### src/rtl/audio_i2s_tx_if.sv
// Sample stream from the audio mixer into the I2S output stage.
// The mixer drives (master); audio_i2s_tx consumes (slave).
interface audio_i2s_tx_if;
    logic               sample_ce;
    logic signed [15:0] sample_in;
    logic               mute;

    modport master (output sample_ce, sample_in, mute);
    modport slave  (input  sample_ce, sample_in, mute);
endinterface

### src/rtl/audio_i2s_tx.sv
// Philips I2S stereo transmitter with a small sample FIFO; the mono word is sent on both channels.
// Define AUDIO_I2S_STATUS_EN to build the saturating overflow/underflow counters.
module audio_i2s_tx #(
    parameter int BCLK_DIV = 4,
    parameter int FIFO_AW  = 2
) (
    input  logic             clk,
    input  logic             reset,
    audio_i2s_tx_if.slave    src,
    output logic             i2s_bclk,
    output logic             i2s_lrck,
    output logic             i2s_data,
    output logic [FIFO_AW:0] fifo_level,
    output logic             overflow,
    output logic             underflow,
    output logic [7:0]       ovf_count,
    output logic [7:0]       unf_count
);
    localparam int DIV_W = (BCLK_DIV > 1) ? $clog2(BCLK_DIV) : 1;
    localparam int DEPTH = 1 << FIFO_AW;
    localparam logic [DIV_W-1:0] DIV_LAST = DIV_W'(BCLK_DIV - 1);

    logic [DIV_W-1:0] div_cnt;
    logic [4:0]       bit_cnt;
    logic [15:0]      shift_q;
    logic [15:0]      frame_word;
    logic [15:0]      hold;
    logic [FIFO_AW:0] wr_ptr;
    logic [FIFO_AW:0] rd_ptr;
    logic [15:0]      mem [DEPTH];

    logic             tick;
    logic             fall_ev;
    logic [4:0]       bit_next;
    logic             frame_start;
    logic             right_start;
    logic             fifo_empty;
    logic             fifo_full;
    logic             do_pop;
    logic             do_push;
    logic             ovf_ev;
    logic             unf_ev;
    logic [15:0]      head;
    logic [15:0]      next_word;
    logic [FIFO_AW:0] wr_ptr_next;
    logic [FIFO_AW:0] rd_ptr_next;

    // NOTE: every output of a combinational block gets a default first, so no path can infer a latch.
    always_comb begin
        tick        = (div_cnt == DIV_LAST);
        fall_ev     = tick & i2s_bclk;
        bit_next    = bit_cnt + 5'd1;
        frame_start = fall_ev & (bit_next == 5'd0);
        right_start = fall_ev & (bit_next == 5'd16);

        // The level register is only ever 0..DEPTH, so its MSB alone marks full.
        fifo_empty  = (fifo_level == '0);
        fifo_full   = fifo_level[FIFO_AW];
        head        = mem[rd_ptr[FIFO_AW-1:0]];

        // A frame-start pop frees a slot for a push landing in the same clk.
        do_pop      = frame_start & ~fifo_empty;
        do_push     = src.sample_ce & (~fifo_full | do_pop);
        ovf_ev      = src.sample_ce & ~do_push;
        unf_ev      = frame_start & fifo_empty;

        next_word   = do_pop ? head : hold;
        if (src.mute) begin
            next_word = 16'h0000;
        end

        wr_ptr_next = wr_ptr + {{FIFO_AW{1'b0}}, do_push};
        rd_ptr_next = rd_ptr + {{FIFO_AW{1'b0}}, do_pop};
    end

    // NOTE: sequential state uses non-blocking assignments so every register samples pre-edge values.
    always_ff @(posedge clk or posedge reset) begin
        if (reset) begin
            div_cnt    <= '0;
            bit_cnt    <= 5'd31;
            i2s_bclk   <= 1'b0;
            i2s_lrck   <= 1'b0;
            i2s_data   <= 1'b0;
            shift_q    <= '0;
            frame_word <= '0;
            hold       <= '0;
            wr_ptr     <= '0;
            rd_ptr     <= '0;
            fifo_level <= '0;
            overflow   <= 1'b0;
            underflow  <= 1'b0;
        end else begin
            div_cnt <= tick ? '0 : div_cnt + DIV_W'(1);
            if (tick) begin
                i2s_bclk <= ~i2s_bclk;
            end

            if (fall_ev) begin
                bit_cnt  <= bit_next;
                // Word select leads the channel's MSB by one bclk.
                i2s_lrck <= (bit_next >= 5'd15) && (bit_next <= 5'd30);
                if (frame_start) begin
                    frame_word <= next_word;
                    i2s_data   <= next_word[15];
                    shift_q    <= {next_word[14:0], 1'b0};
                    if (do_pop) begin
                        hold <= head;
                    end
                end else if (right_start) begin
                    i2s_data <= frame_word[15];
                    shift_q  <= {frame_word[14:0], 1'b0};
                end else begin
                    i2s_data <= shift_q[15];
                    shift_q  <= {shift_q[14:0], 1'b0};
                end
            end

            wr_ptr     <= wr_ptr_next;
            rd_ptr     <= rd_ptr_next;
            fifo_level <= wr_ptr_next - rd_ptr_next;
            overflow   <= ovf_ev;
            underflow  <= unf_ev;
        end
    end

    // NOTE: storage is left unreset; the pointers alone define which entries are valid.
    always_ff @(posedge clk) begin
        if (do_push) begin
            mem[wr_ptr[FIFO_AW-1:0]] <= src.sample_in;
        end
    end

`ifdef AUDIO_I2S_STATUS_EN
    always_ff @(posedge clk or posedge reset) begin
        if (reset) begin
            ovf_count <= '0;
            unf_count <= '0;
        end else begin
            if (ovf_ev && (ovf_count != 8'hFF)) begin
                ovf_count <= ovf_count + 8'd1;
            end
            if (unf_ev && (unf_count != 8'hFF)) begin
                unf_count <= unf_count + 8'd1;
            end
        end
    end
`else
    assign ovf_count = 8'h00;
    assign unf_count = 8'h00;
`endif

endmodule

### src/flat_wrapper.sv
// flat-port wrapper written by rule: the top's interface ports become plain ports
module audio_i2s_tx_flat 
#(
    parameter int BCLK_DIV = 4,
    parameter int FIFO_AW  = 2
)
  (clk, reset, i2s_bclk, i2s_lrck, i2s_data, fifo_level, overflow, underflow, ovf_count, unf_count, src_sample_ce, src_sample_in, src_mute);
  audio_i2s_tx_if src_i ();
  input  logic clk;
  input  logic reset;
  output logic i2s_bclk;
  output logic i2s_lrck;
  output logic i2s_data;
  output logic [FIFO_AW:0] fifo_level;
  output logic overflow;
  output logic underflow;
  output logic [7:0] ovf_count;
  output logic [7:0] unf_count;
  input wire logic [$bits(src_i.sample_ce)-1:0] src_sample_ce;
  input wire logic [$bits(src_i.sample_in)-1:0] src_sample_in;
  input wire logic [$bits(src_i.mute)-1:0] src_mute;
  assign src_i.sample_ce = src_sample_ce;
  assign src_i.sample_in = src_sample_in;
  assign src_i.mute = src_mute;
  audio_i2s_tx #(.BCLK_DIV(BCLK_DIV), .FIFO_AW(FIFO_AW)) u_core (.clk(clk), .reset(reset), .src(src_i), .i2s_bclk(i2s_bclk), .i2s_lrck(i2s_lrck), .i2s_data(i2s_data), .fifo_level(fifo_level), .overflow(overflow), .underflow(underflow), .ovf_count(ovf_count), .unf_count(unf_count));
endmodule
### config.mk
export PLATFORM = sky130hd
export DESIGN_NAME = audio_i2s_tx_flat
export DESIGN_NICKNAME = d
export VERILOG_FILES = /design/src/rtl/audio_i2s_tx_if.sv /design/src/rtl/audio_i2s_tx.sv /design/src/flat_wrapper.sv
export SDC_FILE = /design/constraint.sdc
export NUM_CORES = 1
export LEC_CHECK = 0
export CORE_ASPECT_RATIO = 1.1
export CORE_MARGIN = 4
export CORE_UTILIZATION = 43
export CTS_CLUSTER_DIAMETER = 150
export CTS_CLUSTER_SIZE = 14
export DETAILED_ROUTE_END_ITERATION = 6
export PLACE_DENSITY = 0.6
export SLEW_MARGIN = 25
export SYNTH_ARGS = -nofsm -noshare
export SYNTH_HDL_FRONTEND = slang
export SYNTH_SLANG_ARGS = --single-unit
export TNS_END_PERCENT = 1
### constraint.sdc
create_clock -name clk -period 6.8 [get_ports clk]
set_clock_uncertainty 0.1 [all_clocks]
set_input_delay 1.36 -clock clk [delete_from_list [all_inputs] [get_ports clk]]
set_output_delay 1.36 -clock clk [all_outputs]
set_load 0.02 [all_outputs]
Word level (Yosys, flattened, before mapping)
Memories as Yosys holds them, arrays and structs flattened.
Cells that the tools add are included.
W data, S select, Z words.
Storage, ports and cells
  register bits: 69
  memory bits (writable): 64
  input bits: 20
  output and inout bits: 24
  word-level logic and storage cells: 48
  memories: 1
Cells by class
  $add $sub $neg: 5
  order comparisons: 2
  eq/ne operators: 2
  muxes and demuxes: 9
  bitwise operators: 12
  reductions and logical operators: 4
Memories
  u_core.mem: words 4, width 16, read ports 1, clocked after Yosys merged registers in 0, write ports 1, line audio_i2s_tx.sv:30  | logic [15:0] mem [DEPTH];
Operators with widths (number)
  $mux W16: 4
  $and A1 B1 Y1: 7
  $add A3 B1 Y3: 2
  $add A5 B1 Y5 const B: 1
  $eq A5 B5 Y1 const B: 1
  $ge A5 B4 Y1 const B: 1
  $le A5 B5 Y1 const B: 1
  $logic_not A5 Y1: 1
  $mux W1: 4
  $not A1 Y1: 4
  $logic_not A3 Y1: 1
  $sub A3 B3 Y3: 1
  $add A2 B1 Y2 const B: 1
  $eq A2 B2 Y1 const B: 1
  $mux W2: 1
  $reduce_and A2 Y1: 1
  $logic_and A1 B1 Y1: 1
  $or A1 B1 Y1: 1

Longest topological paths before layout
  depth in word-level cells: 8
  depth in mapped cells: 13

Worst setup path after synthesis
OpenSTA, ideal clock, no wires.
  path type: reg2reg
  from: reg u_core.bit_cnt[0]
  to: mem u_core.mem[0][0] (enable)
  data arrival time: 3.500 ns
  required time: 6.264 ns
  slack: 2.764 ns
  stages on the path, launching flop included: 8
  period minus slack after synthesis: 4.036 ns
  path through: dfstp_2 ha_1 a21boi_1 a21oi_1 o32a_1 buf_6 o21a_1 nor4b_1
Between the ends
  word-level cells in the longest chain between the ends: 8
Ends and longest elaborated chain
  from (decl): line audio_i2s_tx.sv:24  | logic [4:0] bit_cnt;
  from (signal assigned): line audio_i2s_tx.sv:99  | bit_cnt <= bit_next;
  $add A5 B1 Y5: line audio_i2s_tx.sv:52  | bit_next = bit_cnt + 5'd1;
  $logic_not A5 Y1: line audio_i2s_tx.sv:53  | frame_start = fall_ev & (bit_next == 5'd0);
  $and A1 B1 Y1: line audio_i2s_tx.sv:53
  $and A1 B1 Y1: line audio_i2s_tx.sv:62  | do_pop = frame_start & ~fifo_empty;
  $or A1 B1 Y1: line audio_i2s_tx.sv:63  | do_push = src.sample_ce & (~fifo_full | do_pop);
  $and A1 B1 Y1: line audio_i2s_tx.sv:63
  $mux W1: line audio_i2s_tx.sv:128  | if (do_push) begin
  $mux W1 (implied by the code): line audio_i2s_tx.sv:129  | mem[wr_ptr[FIFO_AW-1:0]] <= src.sample_in;
  to (decl): line audio_i2s_tx.sv:30
No other way between the ends.

Final worst setup path
  from: reg u_core.bit_cnt[1]
  to: reg u_core.fifo_level[2]
Between the ends
  elaborated cells between the ends (all ways): 9
  those cells by class: add/sub: 4; bitwise: 4; reduce/logical: 1
RTL lines
  $add A5 B1 Y5: line audio_i2s_tx.sv:52
  $logic_not A5 Y1: line audio_i2s_tx.sv:53
  $and A1 B1 Y1: line audio_i2s_tx.sv:53
  $and A1 B1 Y1: line audio_i2s_tx.sv:62
  $add A3 B1 Y3: line audio_i2s_tx.sv:73  | rd_ptr_next = rd_ptr + {{FIFO_AW{1'b0}}, do_pop};
  named net u_core.rd_ptr_next[1]: line audio_i2s_tx.sv:46  | logic [FIFO_AW:0] rd_ptr_next;
  $sub A3 B3 Y3: line audio_i2s_tx.sv:120  | fifo_level <= wr_ptr_next - rd_ptr_next;
  to (signal assigned): line audio_i2s_tx.sv:120
  to (decl): line audio_i2s_tx.sv:13  | output logic [FIFO_AW:0] fifo_level,
The timed path passes the listed nets, and every way through them passes these cells.
A chain may end at the register's enable or synchronous reset.

==> metrics.txt <==
Crit. End Element=register; RR Startpoint=u_core.bit_cnt[1]$_DFFE_PP1P_; area leader, netlist=edfxtp_1; routed len/inst=16.9 um; CTS Buffer Depth=2; row cnt=43; Die ar.=0.0152 mm^2; Area Overhead vs Synth=17.5%; worst skew pair latency=0.41 ns; slew margin rel.=36.0%; initial antenna violation count=0; M1 GR Usage=19.2%; Mean Syn Cell Area=14.9 um^2; Initial Util=44.6%; drt pass-1 iters=4; Cell Area, Synth=0.00571 mm^2; Tcrit/Tclk final=61.4%; share of layout cells above drive strength 1=23.1%; Post-CTS Hold Fix Bufs=0; RSZ-0062 raised after global routing=false; R2R depth=10; post-synthesis cell type count=43; clk slew on worst S/H paths=0.06 ns; Ys Warns=0; status=finished clean; CTS Root Cell=clkbuf_16; number of global-route vias before repair=3218; Sequential Power Share=45.0%; Clock Sinks=132; H-tree depth=4; final wirelength=9890 um; Synth area leaders=edfxtp_1 34%, dfrtp_1 28%, mux4_2 6.3%, mux2_2 4.5%, a31oi_1 3.3%; min Tclk post-route=4.18 ns; Starting DRT DRC Count=180; # IOs=44; die height=129 um; worst slew pin tran=0.957 ns; Num CTS Buffers=17; Sw Share=24.3%; setup bufs post-CTS=0; placed instance count=553; Die Wd=118 um; Port-buffer cells=27; Post-CTS Resized=0; GR peak layer=met2; pwr dens=316 mW/mm^2; CP required=7.04 ns; power share of the clock group=42.6%; startpoint type of the worst setup path=register; Crit Path Category=register to register; CTS tree=built; GRT Total Usage=14.0%; grt met3 use=3.43%; worst vdd ir=0.191 mV; Internal=1610 uW; largest net degree at the start of global routing=69; Post-Syn Instances=384; non-filler instance count after layout=585; Fin. Hold Viols=0; GRT met2 Usage=21.3%; Routed Antenna Nets=0; NetSw=516 uW; max-slew violations=0; Vias=3185; Final GP Congestion=0.735; leakage power=0.00264 uW; hold crit path type=register to register; Comb pwr share=12.4%; setup_tns=0 ns; Antenna Cells=0; r2r setup slk=2.62 ns; core box area=0.0128 mm^2; Yosys top cell area share=33.6%; post-synthesis sequential area ratio=63.5%; CP endpoint=u_core.fifo_level[2]$_DFF_PP0_; Final Net Count=446; global-route wire length before repair=16500 um; FF+latch count, synth=132; total global routing overflow=0; detailed-route vias per instance=5.44; crit path from=u_core.bit_cnt[1]$_DFFE_PP1P_; detailed placer's ending HPWL=6150 um; maxcap violations=0; Max Freq=0.239 GHz; CP Data Arrival Time=4.41 ns; Final setup viols=0; DRC=0; Crit Path Max Fanout=18; end of the worst register-to-register path=u_core.fifo_level[2]$_DFF_PP0_
==> metrics by stage <==
stage               setup WS [ns]  util (%)  area [um^2]  total power (uW)  hold slack [ns]
CTS                          2.57      52.4         6710              2150            0.338
detailed placement           2.55      47.8         6120              1240            0.331
finish                       2.62      52.4         6710              2120            0.333
floorplan                    2.76         -         5770              1130            0.310
global placement             2.71      47.8         6120              1230            0.319
global route                 2.38      52.4         6710              2220            0.346
==> layer usage <==
metal,vias to the layer above,share of wire [%]
met1,1622,49
li1,1493,-
met2,55,46
met3,15,3.2
met4,0,1.8
met5,-,0
==> cells in the final DEF (no fill, tap or decap), types with 2 or more instances in the layout <==
cell type        count
and2_1               3
nor2_1              19
a32o_1              15
nor4bb_4             2
mux2_4               9
clkinv_4             2
xor2_1               6
o21ai_0              3
clkinvlp_4           5
clkinv_2             2
clkinv_1             2
mux4_2              16
dfstp_2              5
buf_4                8
xnor2_1              5
conb_1              16
mux2_2              23
dfrtp_1             62
bufinv_16            3
nand3_1             19
nand2_1             22
o31ai_1              2
edfxtp_1            64
clkbuf_16           17
a21oi_1              3
inv_1                7
clkdlybuf4s50_1     27
a31oi_1             30
nor3_2               2
ha_1                10
==> worst min path at each step <==
stage	start	endpoint	slack [ns]	depth (start not counted)
2_1_floorplan	u_core.div_cnt[0]$_DFF_PP0_	u_core.div_cnt[0]$_DFF_PP0_	0.31	1
3_3_place_gp	u_core.div_cnt[0]$_DFF_PP0_	u_core.div_cnt[0]$_DFF_PP0_	0.32	1
5_1_grt	u_core.div_cnt[0]$_DFF_PP0_	u_core.div_cnt[0]$_DFF_PP0_	0.35	1
4_1_cts	u_core.div_cnt[0]$_DFF_PP0_	u_core.div_cnt[0]$_DFF_PP0_	0.34	1
6_report	u_core.div_cnt[0]$_DFF_PP0_	u_core.div_cnt[0]$_DFF_PP0_	0.33	1
3_5_place_dp	u_core.div_cnt[0]$_DFF_PP0_	u_core.div_cnt[0]$_DFF_PP0_	0.33	1
==> sequential cells by signal (all words and copies together), names as in the netlist <==
name	cells
u_core.wr_ptr	3
u_core.i2s_bclk	1
u_core.overflow	1
u_core.div_cnt	2
u_core.frame_word	16
u_core.i2s_lrck	1
u_core.hold	16
u_core.i2s_data	1
u_core.bit_cnt	5
u_core.rd_ptr	3
u_core.mem	64
u_core.fifo_level	3
u_core.shift_q	15
u_core.underflow	1
==> final cells by class <==
| type | instances | area (um^2) |
|---|---|---|
| Fill cell | 1079 | 6090 |
| Multi-Input combinational cell | 221 | 1930 |
| Timing Repair Buffer | 35 | 330 |
| Clock buffer | 18 | 429 |
| Tap cell | 157 | 196 |
| Inverter | 8 | 30.0 |
| Clock inverter | 14 | 163 |
| Sequential cell | 132 | 3630 |
==> synthesized netlist by cell type <==
cell and n:
nor4_1 1, fa_1 1, nor2_1 19, ha_1 10, a31oi_1 30, a32o_1 15, edfxtp_1 64, nor4bb_1 2
dfrtp_1 63, o21a_1 1, o21bai_1 1, dfstp_2 5, buf_1 3, o32ai_1 1, and4b_1 1, nand3_1 19
a21boi_1 1, nor3_2 1, nor2b_1 1, buf_12 1, mux2_4 9, xor2_1 6, xnor2_1 5, nand2_1 22
buf_6 1, conb_1 1, and2_1 3, nor3_1 2, mux2_2 23, a21o_1 1, o32a_1 1, buf_2 8
mux2i_1 1, clkbuf_1 9, inv_1 8, o21ai_0 3, nor3_4 1, nor4b_1 2, mux4_2 16, a41o_1 1
a21oi_1 3, buf_4 16, o31ai_1 2
==> logic make-up (layout without fill, tap and decap cells) <==
group,after synthesis,after routing,share of synthesized area (%)
AOI/OAI and AO/OA,60,60,7.73
xor gates and xnor gates,11,11,1.69
adders and majority gates,11,11,2.54
buffers and inverters,46,75,4.67
DFF,132,132,63.5
muxes,49,49,13.4
other,1,16,0.0657
and+or+nand+nor,74,74,6.37
==> power groups by stage <==
stage | clock network, uW | registers (uW) | logic [uW]
final | 904 | 957 | 263
after detailed placement | 0 | 972 | 266
after global routing | 964 | 964 | 287
after global placement | 0 | 969 | 266
after CTS | 922 | 958 | 268
after floorplan | 0 | 975 | 156
==> worst max-delay path: stages, from the launching register on <==
cell and delay, ns:
dfstp_2 0.62, ha_1 0.29, a21boi_1 0.20, a21oi_1 0.14
o32a_1 0.56, nor3_4 0.87, ha_1 0.30, ha_1 0.26
fa_1 0.44, xnor2_1 0.20, xnor2_1 0.13
Power figures use the tool's default switching activity.
